--- config.mk ---
export PLATFORM = sky130hd
export DESIGN_NAME = al_buckeye_seq
export DESIGN_NICKNAME = d
export VERILOG_FILES = /design/src/rtl/al_seq_pkg.sv /design/src/rtl/al_seq_buf.sv /design/src/rtl/al_buckeye_seq.sv
export SDC_FILE = /design/constraint.sdc
export NUM_CORES = 1
export LEC_CHECK = 0
export ABC_AREA = 1
export CORE_ASPECT_RATIO = 1.5
export CORE_MARGIN = 1
export CORE_UTILIZATION = 35
export DETAILED_ROUTE_END_ITERATION = 8
export MAX_ROUTING_LAYER = met4
export PLACE_DENSITY_LB_ADDON = 0.05
export SKIP_CTS_REPAIR_TIMING = 1
export SYNTH_ARGS = -nofsm -noshare
export SYNTH_HDL_FRONTEND = slang
export SYNTH_HIERARCHICAL = 1
export SYNTH_SLANG_ARGS = --single-unit
--- constraint.sdc ---
create_clock -name CLK40 -period 2.8 [get_ports CLK40]
set_input_delay 0.56 -clock CLK40 [delete_from_list [all_inputs] [get_ports CLK40]]
set_output_delay 0.56 -clock CLK40 [all_outputs]
set_load 0.01 [all_outputs]
--- src/rtl/al_seq_pkg.sv ---
// Shared types and defaults for the Buckeye auto-load sequencer.
// State and grant encodings live here so the bench and RTL agree on them.
package al_seq_pkg;

   localparam int NWORDS_DFLT  = 18;
   localparam int TMO_CYC_DFLT = 24000;

   typedef enum logic [3:0] {
      ST_IDLE,
      ST_FILL,
      ST_DRAIN,
      ST_CLR,
      ST_GAP,
      ST_BURST,
      ST_DFLT,
      ST_WAIT,
      ST_DONE
   } state_t;

   typedef enum logic [1:0] {
      GNT_NONE = 2'd0,
      GNT_BPI  = 2'd1,
      GNT_JTAG = 2'd2,
      GNT_DFLT = 2'd3
   } gnt_t;

endpackage

--- src/rtl/al_seq_buf.sv ---
// 32x16 frame buffer: one write port, and a read port with a registered output
// so the burst can pre-issue its address one cycle ahead.
module al_seq_buf (
   input  logic        clk,
   input  logic        rst,
   input  logic        we,
   input  logic [4:0]  waddr,
   input  logic [15:0] wdata,
   input  logic        re,
   input  logic [4:0]  raddr,
   output logic [15:0] rdata
);

   logic [15:0] mem [32];

   always_ff @(posedge clk) begin
      if (we) mem[waddr] <= wdata;
   end

   // Only the read register is reset; it drives AL_WORD directly.
   always_ff @(posedge clk or posedge rst) begin
      if (rst)     rdata <= '0;
      else if (re) rdata <= mem[raddr];
   end

endmodule

--- src/rtl/al_buckeye_seq.sv ---
// Arbitrates BPI / JTAG / default-load requests, buffers one frame, and bursts
// it into the Buckeye auto-load engine, then supervises AL_DONE with a timeout.
module al_buckeye_seq
   import al_seq_pkg::*;
#(
   parameter int NWORDS  = NWORDS_DFLT,
   parameter int TMO_CYC = TMO_CYC_DFLT
) (
   input  logic        CLK40,
   input  logic        RST,
   input  logic        BPI_VLD,
   input  logic        BPI_LAST,
   input  logic [15:0] BPI_DATA,
   output logic        BPI_RDY,
   input  logic        JTAG_VLD,
   input  logic        JTAG_LAST,
   input  logic [15:0] JTAG_DATA,
   output logic        JTAG_RDY,
   input  logic        DFLT_REQ,
   input  logic        CLR_ERR,
   input  logic        AL_DONE,
   input  logic        AL_BKY_ENA,
   output logic        CAPTURE,
   output logic [15:0] AL_WORD,
   output logic        LOAD_DFLT,
   output logic        CLR_AL_DONE,
   output logic        BUSY,
   output logic [1:0]  GNT_SRC,
   output logic        STAT_OK,
   output logic        ERR_LEN,
   output logic        ERR_TMO,
   output logic [7:0]  LOAD_CNT
);

   localparam int              TW       = $clog2(TMO_CYC + 1);
   localparam logic [4:0]      LAST_IDX = 5'(NWORDS - 1);
   localparam logic [TW-1:0]   TMO_LAST = TW'(TMO_CYC - 1);

   state_t        state;
   gnt_t          gnt;
   logic [4:0]    idx;
   logic [TW-1:0] tmr;
   logic          pend;

   logic          s_vld;
   logic          s_last;
   logic [15:0]   s_data;
   logic          rdy;
   logic          acc;

   // Stream handshake: a word moves on a cycle where VLD and RDY are both high.
   always_comb begin
      s_vld  = (gnt == GNT_JTAG) ? JTAG_VLD  : BPI_VLD;
      s_last = (gnt == GNT_JTAG) ? JTAG_LAST : BPI_LAST;
      s_data = (gnt == GNT_JTAG) ? JTAG_DATA : BPI_DATA;
      rdy    = (state == ST_FILL) || (state == ST_DRAIN);
      acc    = rdy && s_vld;
   end

   assign BPI_RDY  = rdy && (gnt == GNT_BPI);
   assign JTAG_RDY = rdy && (gnt == GNT_JTAG);
   assign BUSY     = (state != ST_IDLE);
   assign GNT_SRC  = gnt;

   al_seq_buf u_buf (
      .clk   (CLK40),
      .rst   (RST),
      .we    ((state == ST_FILL) && acc),
      .waddr (idx),
      .wdata (s_data),
      .re    ((state == ST_GAP) || (state == ST_BURST)),
      .raddr ((state == ST_BURST) ? idx + 5'd1 : 5'd0),
      .rdata (AL_WORD)
   );

   always_ff @(posedge CLK40 or posedge RST) begin
      if (RST) begin
         state       <= ST_IDLE;
         gnt         <= GNT_NONE;
         idx         <= '0;
         tmr         <= '0;
         pend        <= 1'b0;
         CAPTURE     <= 1'b0;
         LOAD_DFLT   <= 1'b0;
         CLR_AL_DONE <= 1'b0;
         STAT_OK     <= 1'b0;
         ERR_LEN     <= 1'b0;
         ERR_TMO     <= 1'b0;
         LOAD_CNT    <= '0;
      end else begin
         CAPTURE     <= 1'b0;
         LOAD_DFLT   <= 1'b0;
         CLR_AL_DONE <= 1'b0;
         if (DFLT_REQ) pend <= 1'b1;
         // Error sets below come later in this block, so they win over a clear.
         if (CLR_ERR) begin
            ERR_LEN <= 1'b0;
            ERR_TMO <= 1'b0;
         end
         case (state)
            ST_IDLE: if (!AL_BKY_ENA) begin
               idx <= '0;
               if (JTAG_VLD) begin
                  gnt <= GNT_JTAG; STAT_OK <= 1'b0; state <= ST_FILL;
               end else if (pend) begin
                  gnt <= GNT_DFLT; STAT_OK <= 1'b0; pend <= DFLT_REQ;
                  CLR_AL_DONE <= 1'b1; state <= ST_CLR;
               end else if (BPI_VLD) begin
                  gnt <= GNT_BPI; STAT_OK <= 1'b0; state <= ST_FILL;
               end
            end
            ST_FILL: if (acc) begin
               if (s_last) begin
                  if (idx == LAST_IDX) begin
                     CLR_AL_DONE <= 1'b1; state <= ST_CLR;
                  end else begin
                     ERR_LEN <= 1'b1; state <= ST_IDLE;
                  end
               end else if (idx == LAST_IDX) begin
                  ERR_LEN <= 1'b1; state <= ST_DRAIN;
               end else begin
                  idx <= idx + 5'd1;
               end
            end
            ST_DRAIN: if (acc && s_last) state <= ST_IDLE;
            ST_CLR:   state <= ST_GAP;
            ST_GAP: begin
               idx <= '0;
               tmr <= '0;
               if (gnt == GNT_DFLT) begin
                  LOAD_DFLT <= 1'b1; state <= ST_DFLT;
               end else begin
                  CAPTURE <= 1'b1; state <= ST_BURST;
               end
            end
            ST_BURST: begin
               if (idx == LAST_IDX) state <= ST_WAIT;
               else begin
                  idx <= idx + 5'd1; CAPTURE <= 1'b1;
               end
            end
            ST_DFLT: state <= ST_WAIT;
            ST_WAIT: begin
               if (AL_DONE) state <= ST_DONE;
               else if (tmr == TMO_LAST) begin
                  ERR_TMO <= 1'b1; STAT_OK <= 1'b0; state <= ST_IDLE;
               end else tmr <= tmr + 1'b1;
            end
            ST_DONE: begin
               STAT_OK  <= 1'b1;
               LOAD_CNT <= LOAD_CNT + 8'd1;
               state    <= ST_IDLE;
            end
            default: state <= ST_IDLE;
         endcase
      end
   end

endmodule

==> results.yml, run 1 <==
status:
  status: "finished, final reports clean"
synth:
  synth_top_family_by_area: "simple AND/OR/NAND/NOR gates"
  syn-num-nets: 2198
  ys_seq_area_frac: 0.695
  synth_compound_area_frac: 0.00875
  ys_top_cells_by_area: "edfxtp_1 64%, nand2_1 12%, nand3_1 9.8%, dfrtp_1 5.9%, buf_6 1.6%"
  synthAdderAreaFrac: 0.00207
  synth_seq_cells: 569
  syn-mean-instance-area_um2: 11.2
  synth_area_leader_cell: "edfxtp_1"
  ys_types: 37
  yosysWarningCount: 6
  synth_area_um2: 24200
  yosysTopAreaCellShare: 0.636
  yosys.area_share.xor_xnor: 0.00471
  syn_inst: 2152
  synth_simple_gate_area_frac: 0.239
  synth_mux_area_frac: 0.00745
power:
  switching_share: 0.319
  powerDensity_nw_per_um2: 827
  internal-power_mw: 16.1
  ir_drop_uv: 471
  power_mw: 23.6
  p_switching_mw: 7.53
  clockPowerShare: 0.314
  seqPwrFrac: 0.446
  power.leakage_nw: 10.5
  combPwrFrac: 0.240
hold_path:
  hold_class: "in -> async"
clocking:
  clk_path_buf_depth: 3
  numCtsBuffers: 56
  cts_root_buf: "clkbuf_16"
  clk_latency_ns: 0.64
  htreeDepth: 2
  path_clk_slew_ns: 0.07
  cts_tree: "built"
  clkSinkCount: 569
finish:
  drive_gt1_frac: 0.106
  antenna_cells: 0
  fin_area_um2: 28600
  final_cell_mix: "766 x nand2_1, 512 x edfxtp_1, 472 x nand3_1"
  final_common_cell: "nand2_1"
  finalNetCount: 2331
  fin_util: 0.420
  stdcell_count: 3225
  area_growth_pct: 18.2
timing:
  slew_headroom: 0.323
  final-setup-viol-count: 0
  min_period_over_period: 0.945
  timing.setup.tns_ns: 0
  period_minus_slack_ns: 2.65
  finalClockSkew_ns: 0.0296
  rsz0062_at_grt: "no"
  drv_slew: 0
  fmax_mhz: 378
  hold_violations: 0
  worst_slew_pin_slew_ns: 1.01
placement:
  dp_hpwl_um: 49300
  dp.cells: 3115
  port_buffers: 76
  placed_area_um2: 26700
  gp_congestion: 0.835
die:
  boundaryPins: 77
  rows: 117
  start_util: 0.355
  die_area_um2: 70100
  die_x_um: 217
  die_y_um: 324
  fp.coreArea_um2: 68100
critical_path:
  rr_worst_depth: 16
  worstPathRequired_ns: 3.38
  arrival_ns: 3.22
  rr_startpoint: "state[3]$_DFFE_PP0P_"
  cp_slowest_stage_delay_ns: 0.42
  start_kind: "flip-flop"
  crit_path_end: "u_buf/rdata[3]$_DFFE_PP0P_"
  cp_cell_sequence: "inv_1 -> nand2_2 -> nor2_2 -> inv_2 -> nor2_4 -> buf_4 -> buf_12 -> buf_12 -> nand2_1 -> nand3_1 -> nand3_1 -> nand2_1 -> nand2_1 -> nand3_1 -> nand3_1 -> nand2_1"
  rr_endpoint: "u_buf/rdata[3]$_DFFE_PP0P_"
  end_kind: "flip-flop"
  crit_type: "reg -> reg"
  ff2ff_setup_slack_ns: 0.15
  critPathMaxFanout: 44
  cp_slowest_cell: "dfrtp_1"
  crit_start: "state[3]$_DFFE_PP0P_"
routing:
  met3_length_um: 3010
  ant_nets: 0
  via_per_inst: 5.07
  drtIter0Drc: 1493
  wl_met2_um: 40800
  wl_met1_um: 31400
  vias: 16365
  top_layer: "met4"
  firstDrtPassIters: 6
  post_drt_wl_per_cell_um: 24.2
  finalWirelength_um: 77900
  route.detailed.drc: 0
global_routing:
  grt_max_degree: 65
  grt_pass1_vias: 16389
  grt_pass1_wl_um: 113000
  antenna_found_initial: 3
  grt-ovfl-total: 0
  grtUsageTotal: 0.230
job:
  max_cap_viol_count: 0
[power groups by stage]
stage	combinational [mW]	sequential, mW	clock (mW)
CTS	5.71	10.5	7.62
global route	6.14	10.6	7.88
detailed placement	5.69	10.7	0
floorplan	2.82	10.7	0
global placement	5.71	10.7	0
finish	5.67	10.5	7.43
[cells in the mapped netlist (all sizes together)]
cell / count
buf: 107
o31ai: 1
nand2: 771
nor3: 10
nand3b: 6
o21bai: 4
ha: 4
inv: 50
dfrtp: 57
o21ai: 22
and3: 1
a21oi: 6
clkbuf: 8
xor2: 9
nand4: 10
mux2: 16
edfxtp: 512
o211ai: 2
or2: 4
nand3: 476
nor2: 72
xnor2: 4
[state kept, by name (all words and copies together) (netlist names)]
signal / cells
u_buf/mem: 512
LOAD_DFLT: 1
CAPTURE: 1
GNT_SRC: 2
idx: 5
state: 4
STAT_OK: 1
LOAD_CNT: 8
pend: 1
ERR_LEN: 1
tmr: 15
ERR_TMO: 1
u_buf/rdata: 16
CLR_AL_DONE: 1
[critical path: cells and delay by family, from the launching register on]
family	cells	cell delay, ns
buffers and inverters	5	0.84
flip-flops	1	0.42
AND/OR/NAND/NOR	11	1.29
[how the worst min path moves through the flow]
stage	start	endpoint	slack [ns]	cells after the start
floorplan	RST	u_buf/rdata[0]$_DFFE_PP0P_	0.47	1
global placement	u_buf/rdata[14]$_DFFE_PP0P_	u_buf/rdata[14]$_DFFE_PP0P_	0.47	2
detailed placement	STAT_OK$_DFFE_PP0P_	STAT_OK$_DFFE_PP0P_	0.47	2
CTS	RST	ERR_TMO$_DFF_PP0_	0.30	2
global route	RST	ERR_TMO$_DFF_PP0_	0.34	2
finish	RST	ERR_TMO$_DFF_PP0_	0.32	2
[metal layers]
| layer | track usage | vias up |
|---|---|---|
| met5 | - | - |
| met4 | 0.0818 | 0 |
| met3 | 0.0249 | 109 |
| met2 | 0.405 | 427 |
| met1 | 0.272 | 8093 |
| li1 | - | 7736 |
[stage by stage]
step / setup slack [ns] / hold slack (ns)
after floorplan: 0.399 / 0.474
after global placement: 0.0336 / 0.471
after detailed placement: 0.0263 / 0.471
after CTS: -0.210 / 0.297
after global routing: 0.00393 / 0.343
final: 0.155 / 0.317
[final cells by class]
cell class	count	area (µm²)
clock buffers	79	1540
clock inverters	27	223
fillers	6513	39500
inverters	50	205
multi-input cells	1418	6400
flip-flops and latches	569	16800
well taps	892	1120
repair buffers	190	2280
[cell families (layout without fill, tap and decap cells)]
kind of cell    Yosys count  count (layout)
compound gates           35              35
xor+xnor                 13              13
fa+ha+maj                 4               4
buf+inv                 165             346
flops                   569             569
mux                      16              16
simple gates           1350            1350
Note: power is estimated with default switching activity, not from simulation.
==> run 2, diff against run 1 <==
- SKIP_LAST_GASP: not set -> 1
==> results of run 2 <==
Final layout, timing and power as in run 1 (identical DEF).
==> run 3, diff against run 2 <==
- SLEW_MARGIN: not set -> 20
==> results of run 3 <==
Final layout, timing and power as in run 1 (identical DEF).
